<file path="src/rtl/gywg_beat_sequencer.sv">
// Machine timing generator: digit counter, prepulse window, scan/action beats and a
// run/stop/step FSM. Define GYWG_DEBOUNCE_EN to debounce the man_step button.
module gywg_beat_sequencer #(
    parameter int DIGITS_PER_WORD = 32,
    parameter int PREPULSE_DIGITS = 4,
    parameter int BEATS           = 4,
    parameter int DEBOUNCE_CYCLES = 16,
    localparam int DW = $clog2(DIGITS_PER_WORD)
) (
    input  logic             clk,
    input  logic             rst_n,
    input  logic             digit_tick,
    input  logic             run,
    input  logic             halt_req,
    input  logic             man_step,
    output logic [DW-1:0]    digit_cnt,
    output logic [BEATS-1:0] beat,
    output logic             hs,
    output logic             ha,
    output logic             pp_wf,
    output logic             cl_yplate,
    output logic             instr_gate,
    output logic             action_trigger_auto,
    output logic             action_trigger_man,
    output logic             stopped
);

    if (DIGITS_PER_WORD < 4 || PREPULSE_DIGITS < 1 || PREPULSE_DIGITS >= DIGITS_PER_WORD ||
        BEATS < 2 || (BEATS % 2) != 0 || DEBOUNCE_CYCLES < 1) begin : g_param_check
        $error("gywg_beat_sequencer: illegal parameter combination");
    end

    typedef enum logic [1:0] {STOPPED, RUNNING, STOPPING, STEPPING} state_t;

    function automatic logic [BEATS-1:0] odd_mask();
        logic [BEATS-1:0] m;
        m = '0;
        for (int i = 1; i < BEATS; i += 2) m[i] = 1'b1;
        return m;
    endfunction

    localparam logic [DW-1:0]    LAST_DIGIT = DW'(DIGITS_PER_WORD - 1);
    localparam logic [DW-1:0]    PP_START   = DW'(DIGITS_PER_WORD - PREPULSE_DIGITS);
    localparam logic [DW-1:0]    PP_ENTRY   = DW'(DIGITS_PER_WORD - PREPULSE_DIGITS - 1);
    localparam logic [BEATS-1:0] ODD_BEATS  = odd_mask();

    state_t           state, state_next;
    logic             word_end, instr_end, advance, leave_stop;
    logic             auto_next, man_next, entering_odd;
    logic             step_pending, step_edge;
    logic             ms_meta, ms_sync;
    logic [BEATS-1:0] beat_next;

    assign word_end     = digit_tick && (digit_cnt == LAST_DIGIT);
    assign instr_end    = word_end && beat[BEATS-1];
    assign advance      = word_end && (state != STOPPED);
    assign beat_next    = advance ? {beat[BEATS-2:0], beat[BEATS-1]} : beat;
    assign entering_odd = advance && |(beat_next & ODD_BEATS);
    assign leave_stop   = (state == STOPPED) && word_end && (run || step_pending);

    assign hs         = |(beat & ~ODD_BEATS);
    assign ha         = |(beat & ODD_BEATS);
    assign pp_wf      = (digit_cnt >= PP_START);
    assign instr_gate = beat[1];
    assign stopped    = (state == STOPPED);

    // man_step synchroniser, shared by both step-edge variants
    always_ff @(posedge clk or negedge rst_n) begin
        if (!rst_n) begin
            ms_meta <= 1'b0;
            ms_sync <= 1'b0;
        end else begin
            ms_meta <= man_step;
            ms_sync <= ms_meta;
        end
    end

`ifdef GYWG_DEBOUNCE_EN
    localparam int CW = $clog2(DEBOUNCE_CYCLES + 1);

    logic [CW-1:0] db_cnt;
    logic          db_level, db_flip;

    assign db_flip   = (ms_sync != db_level) && (db_cnt == CW'(DEBOUNCE_CYCLES - 1));
    assign step_edge = db_flip && ms_sync;

    always_ff @(posedge clk or negedge rst_n) begin
        if (!rst_n) begin
            db_cnt   <= '0;
            db_level <= 1'b0;
        end else if (ms_sync == db_level) begin
            db_cnt <= '0;
        end else if (db_flip) begin
            db_cnt   <= '0;
            db_level <= ms_sync;
        end else begin
            db_cnt <= db_cnt + 1'b1;
        end
    end
`else
    logic ms_prev;

    assign step_edge = ms_sync && !ms_prev;

    always_ff @(posedge clk or negedge rst_n) begin
        if (!rst_n) ms_prev <= 1'b0;
        else        ms_prev <= ms_sync;
    end
`endif

    always_ff @(posedge clk or negedge rst_n) begin
        if (!rst_n) state <= STOPPED;
        else        state <= state_next;
    end

    // A run/halt exit landing on instr_end skips STOPPING so no extra instruction starts
    always_comb begin
        state_next = state;
        auto_next  = 1'b0;
        man_next   = 1'b0;
        case (state)
            STOPPED: begin
                if (word_end && run)               state_next = RUNNING;
                else if (word_end && step_pending) state_next = STEPPING;
            end
            RUNNING: begin
                auto_next = entering_odd;
                if (!run || halt_req) state_next = instr_end ? STOPPED : STOPPING;
            end
            STOPPING: begin
                auto_next = entering_odd;
                if (instr_end) state_next = STOPPED;
            end
            STEPPING: begin
                man_next = entering_odd;
                if (instr_end) state_next = STOPPED;
            end
            default: state_next = STOPPED;
        endcase
    end

    always_ff @(posedge clk or negedge rst_n) begin
        if (!rst_n) begin
            digit_cnt           <= '0;
            beat                <= BEATS'(1);
            step_pending        <= 1'b0;
            cl_yplate           <= 1'b0;
            action_trigger_auto <= 1'b0;
            action_trigger_man  <= 1'b0;
        end else begin
            if (digit_tick) digit_cnt <= word_end ? '0 : digit_cnt + 1'b1;
            beat                <= beat_next;
            cl_yplate           <= digit_tick && (digit_cnt == PP_ENTRY);
            action_trigger_auto <= auto_next;
            action_trigger_man  <= man_next;
            if (leave_stop)                           step_pending <= 1'b0;
            else if ((state == STOPPED) && step_edge) step_pending <= 1'b1;
        end
    end

endmodule

</file>
<file path="config.mk">
export PLATFORM = sky130hd
export DESIGN_NAME = gywg_beat_sequencer
export DESIGN_NICKNAME = d
export VERILOG_FILES = /design/src/rtl/gywg_beat_sequencer.sv
export SDC_FILE = /design/constraint.sdc
export NUM_CORES = 1
export LEC_CHECK = 0
export BUFFER_PORTS_ARGS = -buffer_cell sky130_fd_sc_hd__buf_4
export CAP_MARGIN = 20
export CORE_ASPECT_RATIO = 0.9
export CORE_MARGIN = 2
export CORE_UTILIZATION = 40
export CTS_CLUSTER_SIZE = 8
export DETAILED_ROUTE_END_ITERATION = 10
export PLACE_DENSITY_LB_ADDON = 0.12
export SETUP_SLACK_MARGIN = 0.3
export SYNTH_ARGS = -nofsm -noshare
export SYNTH_HDL_FRONTEND = slang
export SYNTH_SLANG_ARGS = --single-unit
</file>
<file path="constraint.sdc">
create_clock -name clk -period 2.2 [get_ports clk]
set_input_delay 0.22 -clock clk [delete_from_list [all_inputs] [get_ports clk]]
set_output_delay 0.22 -clock clk [all_outputs]
set_load 0.005 [all_outputs]
</file>
==> qor.csv <==
metric,value,unit
outcome,"finished, final reports clean",
core-area,0.00212,sq mm
synthTopCellsByCount,"17 x dfrtp_1, 8 x inv_1, 7 x ha_1",
clk_pin_slew,0.10,ns
antenna_found_initial,0,
synth_cell_types,31,
finalSetupTns,0,ns
max_slew.worst_pin.slew,0.309,ns
wl_per_cell,12.3,um
holdPathStages,1,
hold_viol_final,0,
p_comb_share,35.4,%
place.gp.congestion,0.698,
p_int,0.000678,W
crit_start,digit_cnt[0],
fill_cells,202,
rr_endpoint,beat[0],
drcViolationCount,0,
cts_tree,done,
die_x,53.4,um
cts_made_buffers,3,
yosysTopAreaCell,dfrtp_1,
p_seq_share,44.6,%
mappedNetlistNets,90,
maxCapViolations,0,
fmax,542,MHz
grt_pass1_vias,589,
ant_nets,0,
synth.area.top_cells,"dfrtp_1 48%, ha_1 10%, inv_1 3.4%",
power_density,878,mW/mm^2
initial_core_util,41.5,%
die-area,0.00259,sq mm
insertedDiodeCount,0,
syn2layout_area_growth,29.9,%
cts_root_buf,clkbuf_4,
drt-total-wl,1610,um
min_to,ms_meta,
ys_seq_elements,18,
detail_route.vias_per_cell,4.81,
drive_gt1_share,38.5,%
ys.flop_type,dfrtp_1,
ir_drop,0.509,mV
finalSetupViolCount,0,
grt.overflow.total,0,
crit_chain,ha_1 -> and3_1 -> ha_2 -> and3b_2 -> buf_4 -> mux2_1,
slew_headroom,79.3,%
clockBufferDepth,2,
grt_pass1_wl,2770,um
cp_max_fo,9,
cp-end-kind,flop,
io_buffers,22,
slew_viol_final,0,
cp_slowest_cell,dfrtp_1,
yosys_warnings,0,
required,2.43,ns
min-delay-start,man_step,
arrival,2.08,ns
firstDrtPassIters,4,
worstSetupPathType,flop to flop,
yosysMostFrequentCell,dfrtp_1,
fin_crit_sh,83.9,%
rows,16,
reg2reg_slack,0.35,ns
synth_edf_count,0,
track_usage,14.5,%
r2r_start,digit_cnt[0],
die_h,48.5,um
slowest_delay,0.43,ns
start_kind,flop,
swShare,32.4,%
clock_latency,0.29,ns
total_power,0.00100,W
hpwl,1180,um
syn_avg_cell_area,11.4,sq um
netlist_instances,77,
htreeDepth,1,
switching_power,0.000324,W
synthArstFlopShare,100,%
rsz0062_at_grt,yes,
drtIter0Drc,8,
clock_skew,0.00866,ns
pwr-share-clk,20.0,%
vias,630,
min_period,1.85,ns
worst_r2r_path_depth,6,
ios,23,
holdCritPathClass,input port to flop,
finalNetCount,118,
cts_sinks,18,
synth_area,880,sq um
netlist.area_leader.share,48.4,%
grt_max_degree,19,
p_leak,0.630,nW
yosysSeqAreaShare,51.4,%
[layout by cell type (no fill, tap or decap), types with 3 or more instances in the layout]
| cell | instances |
|---|---|
| clkbuf_4 | 3 |
| or2_2 | 3 |
| and3_1 | 4 |
| buf_4 | 25 |
| dfrtp_1 | 17 |
| o21ai_0 | 5 |
| ha_1 | 6 |
| nand2_1 | 3 |
| inv_1 | 8 |
[state kept, by name, indices dropped and copies added, names as in the netlist]
name                 flops
digit_cnt                5
beat                     4
state                    2
action_trigger_auto      1
action_trigger_man       1
cl_yplate                1
ms_meta                  1
ms_prev                  1
ms_sync                  1
step_pending             1
[kinds of logic (layout without fill, tap and decap cells)]
family                   count (synthesis)  count (layout)  share of synthesized area (%)
AO/OA/AOI/OAI                           14              14                           10.4
buffers and inverters                   11              38                           5.97
flip-flops                              18              18                           51.4
AND/OR/NAND/NOR                         21              21                           14.9
adder cells (fa/ha/maj)                  7               7                           9.96
multiplexers                             6               6                           7.40
[final cells by class]
| type | count | area, sq um | share of cell area [%] |
|---|---|---|---|
| well taps | 27 | 33.8 | 2.96 |
| flip-flops and latches | 18 | 452 | 39.5 |
| inverters | 8 | 30.0 | 2.63 |
| multi-input cells | 48 | 393 | 34.4 |
| repair buffers | 26 | 198 | 17.3 |
| clock buffers | 4 | 36.3 | 3.18 |
[worst max-delay path, delay by kind of cell (launching register included)]
family | cells | cell delay [ns]
adders and majority gates | 2 | 0.46
DFF | 1 | 0.43
muxes | 1 | 0.30
and+or+nand+nor | 2 | 0.45
buffers and inverters | 1 | 0.15
[how the worst max path moves through the flow]
stage / to / slack, ns / cells after the start
4_1_cts: state[1] / 0.36 / 6
6_report: beat[0] / 0.35 / 6
2_1_floorplan: state[1] / 0.37 / 7
5_1_grt: beat[0] / 0.28 / 6
3_3_place_gp: state[1] / 0.32 / 6
3_5_place_dp: state[1] / 0.28 / 6
[routing by layer]
| layer | wire length (um) | GRT usage, % | vias to the layer above |
|---|---|---|---|
| li1 | - | - | 323 |
| met1 | 826 | 22.9 | 294 |
| met2 | 711 | 18.9 | 13 |
| met3 | 70 | 5.56 | 0 |
| met4 | 0 | 2.56 | 0 |
| met5 | 0 | 0 | - |
[power by group through the flow]
stage | clock, W | combinational [W] | sequential (W)
2_1_floorplan | 0 | 0.000181 | 0.000441
3_3_place_gp | 0 | 0.000333 | 0.000449
3_5_place_dp | 0 | 0.000327 | 0.000454
4_1_cts | 0.000212 | 0.000332 | 0.000449
5_1_grt | 0.000226 | 0.000401 | 0.000459
6_report | 0.000201 | 0.000355 | 0.000447
[per-stage QoR]
| step | worst slack [ns] | instances | area [sq um] | util (%) | hold slack, ns |
|---|---|---|---|---|---|
| 2_1_floorplan | 0.369 | 77 | 880 | - | -0.0756 |
| 4_1_cts | 0.355 | 129 | 1110 | 52.5 | 0.0209 |
| 3_5_place_dp | 0.276 | 124 | 1060 | 50.1 | 0.105 |
| 5_1_grt | 0.284 | 131 | 1140 | 53.8 | 0.00839 |
| 3_3_place_gp | 0.324 | 124 | 1060 | 50.1 | 0.103 |
| 6_report | 0.354 | 131 | 1140 | 53.8 | 0.0335 |
[repair_timing]
item	CTS	global route
endpoints found under the setup margin	4	4
gates resized for setup	2	2
buffers inserted	0	2
gates cloned	0	0
hold buffers	1	0
pin swaps	1	1
endpoints found under the hold margin	17	0
No activity file was read; power rests on OpenSTA's default activity.
